### config.mk
export PLATFORM = sky130hd
export DESIGN_NAME = rom_fetch
export DESIGN_NICKNAME = d
export VERILOG_FILES = /design/src/rtl/rom_fetch.sv
export SDC_FILE = /design/constraint.sdc
export NUM_CORES = 1
export LEC_CHECK = 0
export ABC_AREA = 1
export BUFFER_PORTS_ARGS = -buffer_cell sky130_fd_sc_hd__buf_2
export CAP_MARGIN = 15
export CORE_ASPECT_RATIO = 0.9
export CORE_MARGIN = 1
export CORE_UTILIZATION = 60
export DETAILED_ROUTE_END_ITERATION = 8
export GPL_ROUTABILITY_DRIVEN = 0
export GPL_TIMING_DRIVEN = 0
export PLACE_DENSITY_LB_ADDON = 0.1
export SLEW_MARGIN = 20
export SYNTH_ARGS = -nofsm -noshare
export SYNTH_HDL_FRONTEND = slang
export SYNTH_SLANG_ARGS = --single-unit
### constraint.sdc
create_clock -name clk -period 6.25 [get_ports clk]
set_clock_uncertainty 0.2 [all_clocks]
set_input_delay 0.625 -clock clk [delete_from_list [all_inputs] [get_ports clk]]
set_output_delay 0.625 -clock clk [all_outputs]
set_load 0.005 [all_outputs]
### src/rtl/rom_fetch.sv
// Fetch engine for an asynchronous program ROM: strobes the ROM, waits a fixed
// access time, then queues each byte with its address for the decoder.
module rom_fetch #(
    parameter int AddressSize = 16,
    parameter int WordSize = 8,
    parameter int WAIT_CYCLES = 3,
    parameter int FIFO_DEPTH = 2,
    parameter logic [AddressSize-1:0] RESET_ADDR = '0
) (
    input  logic                   clk,
    input  logic                   reset,
    output logic [AddressSize-1:0] Address,
    input  logic [WordSize-1:0]    Data,
    output logic                   CS_bar,
    output logic                   OE_bar,
    input  logic                   enable,
    input  logic                   jump,
    input  logic [AddressSize-1:0] jump_addr,
    output logic [WordSize-1:0]    out_data,
    output logic [AddressSize-1:0] out_addr,
    output logic                   out_valid,
    input  logic                   out_ready,
    output logic                   busy
);

    localparam logic [0:0] IDLE   = 1'b0;
    localparam logic [0:0] ACCESS = 1'b1;

    localparam int CW = (WAIT_CYCLES > 1) ? $clog2(WAIT_CYCLES) : 1;
    localparam int PW = $clog2(FIFO_DEPTH);
    localparam logic [CW-1:0] WAIT_LOAD = CW'(WAIT_CYCLES - 1);
    localparam logic [PW:0]   DEPTH     = (PW+1)'(FIFO_DEPTH);

    logic [0:0]             state;
    logic [CW-1:0]          wait_cnt;
    logic [AddressSize-1:0] pc;

    logic [WordSize-1:0]    fifo_data [FIFO_DEPTH];
    logic [AddressSize-1:0] fifo_addr [FIFO_DEPTH];
    logic [PW-1:0]          rd_ptr;
    logic [PW-1:0]          wr_ptr;
    logic [PW:0]            count;

    logic start;
    logic capture;
    logic pop;

    // jump overrides every other action on the same edge
    always_comb begin
        start   = (state == IDLE) && enable && !jump && (count < DEPTH);
        capture = (state == ACCESS) && (wait_cnt == '0) && !jump;
        pop     = (count != '0) && out_ready && !jump;
    end

    always_ff @(posedge clk or posedge reset) begin
        if (reset) begin
            state    <= IDLE;
            pc       <= RESET_ADDR;
            Address  <= RESET_ADDR;
            CS_bar   <= 1'b1;
            OE_bar   <= 1'b1;
            wait_cnt <= '0;
        end else if (jump) begin
            state    <= IDLE;
            pc       <= jump_addr;
            CS_bar   <= 1'b1;
            OE_bar   <= 1'b1;
            wait_cnt <= '0;
        end else if (start) begin
            state    <= ACCESS;
            Address  <= pc;
            CS_bar   <= 1'b0;
            OE_bar   <= 1'b0;
            wait_cnt <= WAIT_LOAD;
        end else if (state == ACCESS) begin
            if (wait_cnt == '0) begin
                state  <= IDLE;
                pc     <= pc + AddressSize'(1);
                CS_bar <= 1'b1;
                OE_bar <= 1'b1;
            end else begin
                wait_cnt <= wait_cnt - CW'(1);
            end
        end
    end

    // Start needs a free slot, so a capture never lands on a full FIFO
    always_ff @(posedge clk or posedge reset) begin
        if (reset) begin
            rd_ptr <= '0;
            wr_ptr <= '0;
            count  <= '0;
            for (int unsigned i = 0; i < FIFO_DEPTH; i++) begin
                fifo_data[i] <= '0;
                fifo_addr[i] <= '0;
            end
        end else if (jump) begin
            rd_ptr <= '0;
            wr_ptr <= '0;
            count  <= '0;
        end else begin
            if (capture) begin
                fifo_data[wr_ptr] <= Data;
                fifo_addr[wr_ptr] <= Address;
                wr_ptr            <= wr_ptr + PW'(1);
            end
            if (pop) begin
                rd_ptr <= rd_ptr + PW'(1);
            end
            if (capture && !pop) begin
                count <= count + (PW+1)'(1);
            end else if (pop && !capture) begin
                count <= count - (PW+1)'(1);
            end
        end
    end

    assign out_valid = (count != '0);
    assign out_data  = fifo_data[rd_ptr];
    assign out_addr  = fifo_addr[rd_ptr];
    assign busy      = (state == ACCESS);

endmodule

# Yosys cells after proc, flatten, opt, wreduce, memory -nomap -nowiden
# Cells that the tools add are included.
[totals] reg_bits=88 input_bits=29 output_inout_bits=44
[op_classes] n_addsub=6 magnitude_cmp=4 eq_ne=2 n_mux=35 bitwise=4 n_reduce_logical=27
[ops] op="16-bit two-way mux" n=8
[ops] op="32-bit bitwise mux" n=1
[ops] op="8-bit two-way mux" n=4
[ops] op="16-bit by 1-bit adder with 16-bit output, second input constant" n=1
[ops] op="16-bit bitwise mux" n=1
[ops] op="16-bit demux with 1-bit select" n=1
[ops] op="2-bit two-way mux" n=7
[ops] op="1-bit two-way mux" n=12
[ops] op="1-bit logical AND" n=10
[ops] op="2-bit nonzero test" n=5
[ops] op="3-bit nonzero test" n=3
[ops] op="8-bit demux with 1-bit select" n=1
[ops] op="2-bit AND reduction" n=4
[ops] op="2-bit greater-or-equal comparator, second input constant" n=2
[ops] op="1-bit inverter with 2-bit output" n=2
[ops] op="2-bit by 1-bit subtractor with 2-bit output, second input constant" n=2
[ops] op="1-bit logical NOT" n=3
[ops] op="3-bit != test, second input constant" n=1
[ops] op="3-bit AND reduction" n=1
[ops] op="1-bit adder, second input constant" n=2
[ops] op="2-bit by 1-bit adder with 2-bit output, second input constant" n=1
[ops] op="2-bit logical NOT" n=1
[ops] op="2-bit by 1-bit less-than comparator with 1-bit output, second input constant" n=1
[ops] op="2-bit less-than comparator, second input constant" n=1
[ops] op="2 further kinds" n=3

# Depth between registers and ports, before layout
[depth] depth_word=8 ltp_mapped=9

# Worst setup path before layout
# OpenSTA, ideal clock, no wires.
[synth_timing] path_kind="register -> output" start="register rd_ptr" end="output out_addr[10]" arrival_ps=994 required_ps=5425 slack_ps=4431 path_stages_with_launch=6 path_buffers=2 path_cell_list="dfrtp_1 -> buf_2 -> clkinv_1 -> clkbuf_1 -> nand2_1 -> nand2_1"
[synth_between] elab_chain_cells=4
[synth_lines] element="start, declared" line="40" source="logic [PW-1:0] rd_ptr;"
[synth_lines] element="start signal, assigned" line="108" source="rd_ptr <= rd_ptr + PW'(1);"
[synth_lines] element="1-bit inverter with 2-bit output (implied by the code)" line="120" source="assign out_addr = fifo_addr[rd_ptr];"
[synth_lines] element="16-bit two-way mux (implied by the code) (3 in series)" line="120"
[synth_lines] element="end, declared" line="20" source="output logic [AddressSize-1:0] out_addr,"
# No other way between the ends. The select of a mux whose other input is x is not followed.

# Final worst setup path
[layout_timing] start="register rd_ptr" end="output out_addr[8]"
# The elaborated chain is that of the path after synthesis.

==> results.toml <==
[run]
maxCapViolations = 0

[global_route]
overflow = 0
grt_pass1_vias = 3523
grt_max_degree = 61
antenna_found_initial = 0
grt_pass1_wl_mm = 16.2
grt_util_all_layers_pct = 28.9

[synthesis]
synth.net_count = 560
synth_flop_cell = "dfrtp_1"
synth-edff-count = 0
ys_ff_latch = 88
syn_inst = 529
synthArstFlopShare_pct = 100
ys_seq_area_share_pct = 52.9
syn_area_um2 = 4170
avgSynthCellArea_um2 = 7.88
yosysWarningCount = 0
yosysUniqueCellTypes = 30

[critical_path]
crit_type = "flop to output port"
crit_fanout = 10
cpPeakStageDelay_ns = 0.41
cp.required_ns = 5.42
critPathSlowestCell = "clkbuf_1"
crit_path_cell_trace = "buf_2, clkinv_1, clkbuf_1, nand2_1, nand2_1, buf_2"
arrival_ns = 1.80
startpoint_type = "flop"
end_kind = "output port"

[die]
start_util_pct = 62.6
row_count = 28
die-area_um2 = 7280
core-area_um2 = 6660
pin_count = 73
die_h_um = 81.1
die_w_um = 89.9

[detailed_routing]
num_vias = 3687
dr.pass1.iters = 4
drc = 0
routed_via_density = 5.21
drtAntennaViolNets = 0
wl_per_cell_um = 13.7
drt_iter0_markers = 221
drt-total-wl_mm = 9.71

[status]
outcome = "completed"

[cts]
cts_max_path_buffers = 2
post_cts_buffers = 0
path_clk_slew_ns = 0.11
cts_tree = "built"
cts.sinks = 88
cts_hold_buf = 0
htreeDepth = 3
clk_latency_ns = 0.37
cts_resized = 0
root_buffer = "clkbuf_8"
cts_buffers = 9

[cells_and_area]
areaGrowthSynthToFinish_pct = 17.1
drive_above_1_share_pct = 18.6
design_area_um2 = 4880
stdcell_count = 708
final_util_pct = 73.3
layout.nets = 644
diodes = 0

[sta]
rsz0062_at_grt = "no"
period_minus_slack_ns = 2.62
drv_slew = 0
slew_headroom_pct = 62.8
fin_crit_sh_pct = 42.0
hold_violations = 0
worstMarginPinSlew_ns = 0.558
setup_viol = 0
setup_tns_ns = 0
fmax_mhz = 381

[power_and_ir_drop]
power.density_nw_per_um2 = 370
p_leak_uw = 0.00260
vdd_drop_max_mv = 0.175

[placement]
hpwl_mm = 6.97
placedCellCount = 692
postPlaceCellArea_um2 = 4670
portBuffers = 72

[min_path]
hold_path.class = "input port to asynchronous set/reset pin"
[area by class of cell]
cell class              count  area (um2)
plain buffers              22         136
clock buffers               9         124
clock inverters             7        83.8
fillers                   550        1780
inverters                  58         220
multi-input cells         361        1610
flip-flops and latches     88        2200
well taps                  90         113
repair buffers             73         388
[sequential cells by signal (all words and copies together) (netlist names)]
name,flops
Address,16
OE_bar,1
busy,1
count,2
fifo_addr,32
fifo_data,16
pc,16
rd_ptr,1
wait_cnt,2
wr_ptr,1
[synthesized netlist by cell type (4+ instances only)]
cell      instances  area (um2)
nand2_1         207         777
dfrtp_1          87        2180
inv_1            55         206
o21ai_0          38         190
o21ai_1          36         180
nor2_1           25        93.8
nand3_1          17        85.1
clkbuf_1          8        30.0
a21oi_1           7        35.0
buf_2             7        35.0
buf_6             5        56.3
nand4_1           5        31.3
o21ai_2           4        35.0
o22ai_1           4        25.0
[layer usage]
layer | global-route usage, % | share of wire (%) | routed length [um] | up-vias
met5 | 1.39 | 0 | 0 | -
met3 | 6.18 | 4.3 | 416 | 12
met2 | 51.3 | 50 | 4870 | 93
li1 | - | - | - | 1835
met4 | 9.84 | 1.1 | 111 | 0
met1 | 35.6 | 44 | 4320 | 1747
[worst max-delay path: cells and delay by family (launching register included)]
kind,cells,cell delay (ns)
flops,1,0.37
simple gates,2,0.20
buf+inv,4,0.84
[path summary, 6_finish.rpt]
path                                    startpoint                   endpoint  slack (ns)  cells past startpoint
min in group clk                     jump_addr[10]         pc[10]$_DFFE_PP0P_        0.27                      3
setup / recovery                rd_ptr$_DFFE_PP0P_                out_addr[8]        3.63                      6
hold / removal                               reset   fifo_data[4]$_DFFE_PP0P_        0.03                      2
hold reg to reg                 OE_bar$_DFFE_PP1P_         OE_bar$_DFFE_PP1P_        0.28                      2
max in group asynchronous                    reset         OE_bar$_DFFE_PP1P_        5.15                      3
setup reg to reg           wait_cnt[0]$_DFFE_PP0P_  fifo_addr[30]$_DFFE_PP0P_        4.29                      8
[cells in the final DEF (no fill, tap or decap), types with 2 or more instances in the layout]
master	count
buf_6	5
inv_2	2
clkbuf_1	8
buf_2	79
nand3b_1	2
nor2_1	25
nand3_1	17
clkbuf_8	9
o21ai_1	36
a31oi_1	2
dfrtp_1	87
xor2_1	2
o21ai_0	38
ha_1	2
a21oi_1	7
inv_1	54
nand2_2	2
nand4_1	5
o22ai_1	4
o211ai_1	2
buf_4	2
inv_6	4
nand2_1	207
o21ai_2	4
[metrics by stage]
stage / hold WS, ns / total power (uW) / setup slack (ns)
5_1_grt: 0.0473 / 1930 / 3.51
3_5_place_dp: 0.273 / 1400 / 4.04
6_report: 0.0250 / 1800 / 3.63
4_1_cts: 0.0324 / 1810 / 3.62
3_3_place_gp: 0.264 / 1370 / 2.18
2_1_floorplan: 0.253 / 1160 / 3.15
[cell families after synthesis]
family / count (synthesis) / synth area share, %
AO/OA/AOI/OAI: 95 / 12.2
buffers and inverters: 80 / 8.50
AND/OR/NAND/NOR: 262 / 25.4
XOR/XNOR: 2 / 0.420
flip-flops: 88 / 52.9
adder cells (fa/ha/maj): 2 / 0.600
[report_power, final]
group / total (uW) / internal (uW) / switching (uW)
sequential: 839 / 730 / 109
clock: 416 / 193 / 223
combinational: 549 / 229 / 320
total: 1800 / 1150 / 651
Power figures use the tool's default switching activity.
